==> src/rtl/traffic_pkg.sv <==
// Shared encodings and timing defaults for the pedestrian/emergency scheduler.
package traffic_pkg;

  typedef enum logic [1:0] {S_IDLE, S_CLEAR, S_WALK, S_EMERG} state_t;
  typedef enum logic [1:0] {T_NONE, T_WALK, T_EMERG} target_t;

  localparam int WALK_T_DEF    = 10;
  localparam int CLEAR_T_DEF   = 3;
  localparam int EMERG_MAX_DEF = 40;
  localparam int CNT_W         = 6;

  function automatic logic [1:0] onehot_to_idx(input logic [3:0] oh);
    logic [1:0] idx;
    idx = '0;
    for (int i = 0; i < 4; i++) begin
      if (oh[i]) idx = 2'(i);
    end
    return idx;
  endfunction

  function automatic logic [3:0] lowest_bit(input logic [3:0] v);
    return v & (~v + 4'd1);
  endfunction

endpackage

==> src/rtl/rr_pick4.sv <==
// Round-robin pick of one request out of four, searching upward from ptr.
module rr_pick4 (
  input  logic [3:0] req,
  input  logic [1:0] ptr,
  output logic [3:0] onehot,
  output logic       valid
);

  logic [1:0] idx;

  // Scan from farthest to nearest so the bit closest to ptr is written last.
  always_comb begin
    onehot = '0;
    idx    = '0;
    for (int i = 3; i >= 0; i--) begin
      idx = ptr + 2'(i);
      if (req[idx]) onehot = 4'b0001 << idx;
    end
  end

  assign valid = |req;

endmodule

==> src/rtl/ped_emerg_scheduler.sv <==
// Pedestrian walk / emergency pre-emption scheduler with all-red clearance.
// state | meaning: IDLE no hold | CLEAR all-red countdown | WALK one walk lit | EMERG one emergency green
module ped_emerg_scheduler
  import traffic_pkg::*;
#(
  parameter int WALK_T    = WALK_T_DEF,
  parameter int CLEAR_T   = CLEAR_T_DEF,
  parameter int EMERG_MAX = EMERG_MAX_DEF
) (
  input  logic       clk,
  input  logic       rst_n,
  input  logic [3:0] ped_req,
  input  logic [3:0] emerg_req,
  output logic       hold_traffic,
  output logic [3:0] walk,
  output logic [3:0] emerg_grant,
  output logic [3:0] pending,
  output logic       busy
);

  localparam logic [CNT_W-1:0] CLEAR_LD = CNT_W'(CLEAR_T);
  localparam logic [CNT_W-1:0] WALK_LD  = CNT_W'(WALK_T);
  localparam logic [CNT_W-1:0] EMERG_LD = CNT_W'(EMERG_MAX);

  state_t           state, state_n;
  target_t          target, target_n;
  logic [CNT_W-1:0] cnt, cnt_n;
  logic [1:0]       rr_ptr, rr_ptr_n;
  logic [3:0]       mask, mask_n;
  logic [3:0]       pending_n, walk_n, grant_n;
  logic [3:0]       emerg_live, pick_onehot;
  logic             pick_valid, last;

  rr_pick4 u_pick (
    .req    (pending),
    .ptr    (rr_ptr),
    .onehot (pick_onehot),
    .valid  (pick_valid)
  );

  assign emerg_live = emerg_req & ~mask;
  assign last       = (cnt == CNT_W'(1));

  always_ff @(posedge clk or negedge rst_n) begin
    if (!rst_n) begin
      state        <= S_IDLE;
      target       <= T_NONE;
      cnt          <= '0;
      rr_ptr       <= '0;
      mask         <= '0;
      pending      <= '0;
      walk         <= '0;
      emerg_grant  <= '0;
      hold_traffic <= 1'b0;
      busy         <= 1'b0;
    end else begin
      state        <= state_n;
      target       <= target_n;
      cnt          <= cnt_n;
      rr_ptr       <= rr_ptr_n;
      mask         <= mask_n;
      pending      <= pending_n;
      walk         <= walk_n;
      emerg_grant  <= grant_n;
      hold_traffic <= (state_n != S_IDLE);
      busy         <= (state_n != S_IDLE);
    end
  end

  always_comb begin
    state_n   = state;
    target_n  = target;
    cnt_n     = cnt;
    rr_ptr_n  = rr_ptr;
    mask_n    = mask & emerg_req;
    pending_n = pending | ped_req;
    walk_n    = walk;
    grant_n   = emerg_grant;
    case (state)
      S_IDLE: begin
        if (|emerg_live) begin
          state_n  = S_CLEAR;
          target_n = T_EMERG;
          cnt_n    = CLEAR_LD;
        end else if (|pending) begin
          state_n  = S_CLEAR;
          target_n = T_WALK;
          cnt_n    = CLEAR_LD;
        end
      end
      S_CLEAR: begin
        if (|emerg_live) target_n = T_EMERG;
        if (last) begin
          // A target whose requests vanished during clearance falls back to IDLE.
          if (target_n == T_EMERG && (|emerg_live)) begin
            state_n = S_EMERG;
            grant_n = lowest_bit(emerg_live);
            cnt_n   = EMERG_LD;
          end else if (target_n == T_WALK && pick_valid) begin
            state_n   = S_WALK;
            walk_n    = pick_onehot;
            cnt_n     = WALK_LD;
            rr_ptr_n  = onehot_to_idx(pick_onehot) + 2'd1;
            pending_n = pending_n & ~pick_onehot;
          end else begin
            state_n = S_IDLE;
          end
          if (state_n != S_CLEAR) target_n = T_NONE;
        end else begin
          cnt_n = cnt - CNT_W'(1);
        end
      end
      S_WALK: begin
        if ((|emerg_live) || last) begin
          state_n  = S_CLEAR;
          walk_n   = '0;
          cnt_n    = CLEAR_LD;
          if (|emerg_live)  target_n = T_EMERG;
          else if (|pending) target_n = T_WALK;
          else               target_n = T_NONE;
        end else begin
          cnt_n = cnt - CNT_W'(1);
        end
      end
      S_EMERG: begin
        if (!(|(emerg_req & emerg_grant)) || last) begin
          if (|(emerg_req & emerg_grant)) mask_n = mask_n | emerg_grant;
          state_n  = S_CLEAR;
          target_n = T_NONE;
          grant_n  = '0;
          cnt_n    = CLEAR_LD;
        end else begin
          cnt_n = cnt - CNT_W'(1);
        end
      end
      default: begin
        state_n  = S_IDLE;
        target_n = T_NONE;
      end
    endcase
  end

endmodule
==> config.mk <==
export PLATFORM = sky130hd
export DESIGN_NAME = ped_emerg_scheduler
export DESIGN_NICKNAME = d
export VERILOG_FILES = /design/src/rtl/traffic_pkg.sv /design/src/rtl/rr_pick4.sv /design/src/rtl/ped_emerg_scheduler.sv
export SDC_FILE = /design/constraint.sdc
export NUM_CORES = 1
export LEC_CHECK = 0
export ABC_AREA = 0
export CAP_MARGIN = 20
export CORE_ASPECT_RATIO = 1.2
export CORE_MARGIN = 3
export CORE_UTILIZATION = 25
export DETAILED_ROUTE_END_ITERATION = 10
export SYNTH_ARGS = -nofsm -noshare
export SYNTH_HDL_FRONTEND = slang
export SYNTH_HIERARCHICAL = 1
export SYNTH_SLANG_ARGS = --single-unit
==> constraint.sdc <==
create_clock -name clk -period 2.52 [get_ports clk]
set_input_delay 0.378 -clock clk [delete_from_list [all_inputs] [get_ports clk]]
set_output_delay 0.378 -clock clk [all_outputs]
set_load 0.1 [all_outputs]
==> out/qor.csv <==
metric;value;unit
post-route antenna net violation count;0;
outcome;completed;
Worst EP required;2690;ps
DRC viols;0;
register area share after synthesis;0.3659;
largest net degree at the start of global routing;30;
Net Sw Frac;0.4317;
largest family of logic cells by synthesized area;compound AO/OA/AOI/OAI gates;
Synth Area in Compound Gates;0.2164;
Post-synth EDFFs;0;
die width;87.31;um
crit path kind;flop to flop;
r2r worst-path depth;8;
Period minus WS final;2279;ps
Final Max Tran Viols;0;
slowest stage cell on the critical path;dfrtp_1;
flop2flop setup slack;240;ps
Pint;993.5;uW
Starting Density;0.2649;
syn_nets;226;
largest cells by area after synthesis;dfrtp_1, ha_1, mux4_2, a22o_1, nand2_1;
DP HPWL;3450;um
global route overflow;0;
top_reg_cell synth;dfrtp_1;
Final Hold Vio Count;0;
Tcrit/Tclk final;0.9042;
number of port buffers;23;
Vias;1733;
vias per cell;5.284;
cts hold-fix bufs;0;
gr usage total;0.1094;
post-synthesis async set-or-reset flop share;1.000;
CTS Sinks;29;
number of cell rows;34;
Synth Cell Area;1983;sq um
Setup Skew;3.584;ps
CTS tree;built;
buffer depth of the longest clock path;2;
crit path DAT;2450;ps
reg2reg start;rr_ptr[1]$_DFFE_PN0P_;
power per cell area;734.2;nW/um^2
layout cells sized above 1;0.2059;
Seq cells post-synth;29;
simple-gate portion of the synthesized area;0.1931;
drt total wl;4717;um
diode count;0;
maximum VDD drop;0.7052;mV
IO Pins;24;
Max Clock Freq;438.9;MHz
antenna violations before repair;0;
Root Buffer;clkbuf_8;
leakage power;0.0009913;uW
Post-Synth Adder-Cell Area;0.06309;
final setup fails;0;
Synth cell types;47;
Mapped Cells;206;
Avg WL per Cell;14.38;um
clock share of power;0.214;
Worst Setup Slack post-DPL;165.9;ps
CP Launch Type;flop;
total chip power;1748;uW
Net Sw Power;754.6;uW
DIE HEIGHT;103.6;um
vias in the first global route;1665;
cells along the critical path;inv_1, ha_1, mux4_2, nand2b_4, o22ai_1, a31oi_1, nor2_1, mux2_2;
most common cell in the synthesized netlist;dfrtp_1;
worst r2r dst;rr_ptr[1]$_DFFE_PN0P_;
Layout Nets;257;
CP Capture Type;flop;
Starting DRT DRC Count;58;
yosys warns;6;
Clk pin slew, worst setup/hold paths;70;ps
largest area contributor in the netlist;dfrtp_1;
Core ar.;7487;sq um
first-pass GRT wire length;8038;um
worst setup margin;241.5;ps
cts repair resizes;0;
GP Congestion;0.8423;
die area;9042;sq um
CTS buffer count;5;
worst min path class;primary input to async pin;
combinational share of power;0.406;
worst-skew pair later-pin latency;280;ps
post-synthesis mux area share;0.1047;
top cell type's share of synthesized area;0.3659;
total setup buffers inserted after CTS;0;
Least-Margin Pin Slew;588.1;ps
drt pass-1 iters;4;
Synth top cells by count;dfrtp_1, nand2_1, nor2_1;
max cap viols;0;
Max-Slew Margin vs Limit;0.6038;
mean area per synthesized cell;9.627;sq um
Synth Area in XOR/XNOR;0;
H-tree depth;2;
RSZ-0062 raised after global routing;no;
area growth from synthesis to layout;20.06;%
crit-path max cell delay;400;ps
Setup TNS;0;ps
Sequential Power Share;0.380;
crit-path max FO;4;
==> logic make-up (layout without fill, tap and decap cells) <==
family,after synthesis,after routing
multiplexers,15,15
adder cells (fa/ha/maj),10,10
AND/OR/NAND/NOR,73,73
buffers and inverters,21,53
AO/OA/AOI/OAI,58,58
flip-flops,29,29
==> routing by layer <==
metal / track usage / vias up / share of wire
met4: 0.05702 / 0 / 0.025
met1: 0.1418 / 838 / 0.45
met3: 0.02065 / 10 / 0.045
met2: 0.1697 / 57 / 0.48
met5: 0 / - / 0
li1: - / 828 / -
==> state kept, by name (all words and copies together) (netlist names) <==
signal       count
cnt              6
emerg_grant      4
mask             4
pending          4
walk             4
rr_ptr           2
state            2
target           2
busy             1
==> worst max-delay path: cells and delay by family, from the launching register on <==
family	cells	cell delay [ps]
buffers and inverters	1	110
AND/OR/NAND/NOR	2	210
flip-flops	1	400
adder cells (fa/ha/maj)	1	350
AO/OA/AOI/OAI	2	430
multiplexers	2	660
==> power by group through the flow <==
| stage | combinational [uW] | clock [uW] | sequential [uW] |
|---|---|---|---|
| after floorplan | 361 | 0 | 846 |
| after global placement | 702 | 0 | 674 |
| after detailed placement | 713 | 0 | 671 |
| after CTS | 717 | 387 | 663 |
| after global routing | 783 | 406 | 680 |
| final | 711 | 374 | 664 |
==> final cells by class <==
class,instances,area [sq um]
Fill cell,769,5106
Multi-Input combinational cell,156,1145
Sequential cell,29,725.7
Timing Repair Buffer,33,270.3
Tap cell,90,112.6
Clock buffer,6,72.57
Inverter,12,45.04
Clock inverter,2,10.01
==> per-stage QoR <==
| stage | hold slack (ps) | instance area, sq um | utilization | instances |
|---|---|---|---|---|
| 6_report | 479.3 | 2381 | 0.3180 | 328 |
| 3_3_place_gp | 487.7 | 2298 | 0.3070 | 320 |
| 3_5_place_dp | 488.6 | 2298 | 0.3070 | 320 |
| 4_1_cts | 500.5 | 2381 | 0.3180 | 328 |
| 2_1_floorplan | 82.41 | 1983 | - | 206 |
| 5_1_grt | 515.6 | 2381 | 0.3180 | 328 |
==> worst max path at each step <==
stage | slack [ps] | cells past startpoint | end | from
2_1_floorplan | 20 | 6 | rr_ptr[0]$_DFFE_PN0P_ | pending[3]$_DFF_PN0_
3_3_place_gp | 200 | 6 | cnt[0]$_DFFE_PN0P_ | emerg_req[3]
3_5_place_dp | 170 | 6 | emerg_grant[0]$_DFFE_PN0P_ | emerg_req[0]
4_1_cts | 240 | 8 | rr_ptr[1]$_DFFE_PN0P_ | rr_ptr[1]$_DFFE_PN0P_
5_1_grt | 80 | 8 | rr_ptr[0]$_DFFE_PN0P_ | rr_ptr[1]$_DFFE_PN0P_
6_report | 240 | 8 | rr_ptr[1]$_DFFE_PN0P_ | rr_ptr[1]$_DFFE_PN0P_
==> placed cells by master (no fill, tap or decap), types with 3 or more instances in the layout <==
| cell | n |
|---|---|
| dfrtp_1 | 29 |
| buf_4 | 24 |
| nand2_1 | 19 |
| nor2_1 | 19 |
| inv_1 | 12 |
| a22o_1 | 10 |
| a21oi_1 | 10 |
| ha_1 | 10 |
| clkdlybuf4s50_1 | 9 |
| a31oi_1 | 8 |
| o22ai_1 | 7 |
| nand2b_1 | 6 |
| o21ai_0 | 6 |
| mux2_2 | 6 |
| mux2i_1 | 5 |
| clkbuf_8 | 5 |
| nor3_1 | 4 |
| nand3_1 | 4 |
| mux4_2 | 4 |
| nand4_1 | 3 |
Power figures use the tool's default switching activity.
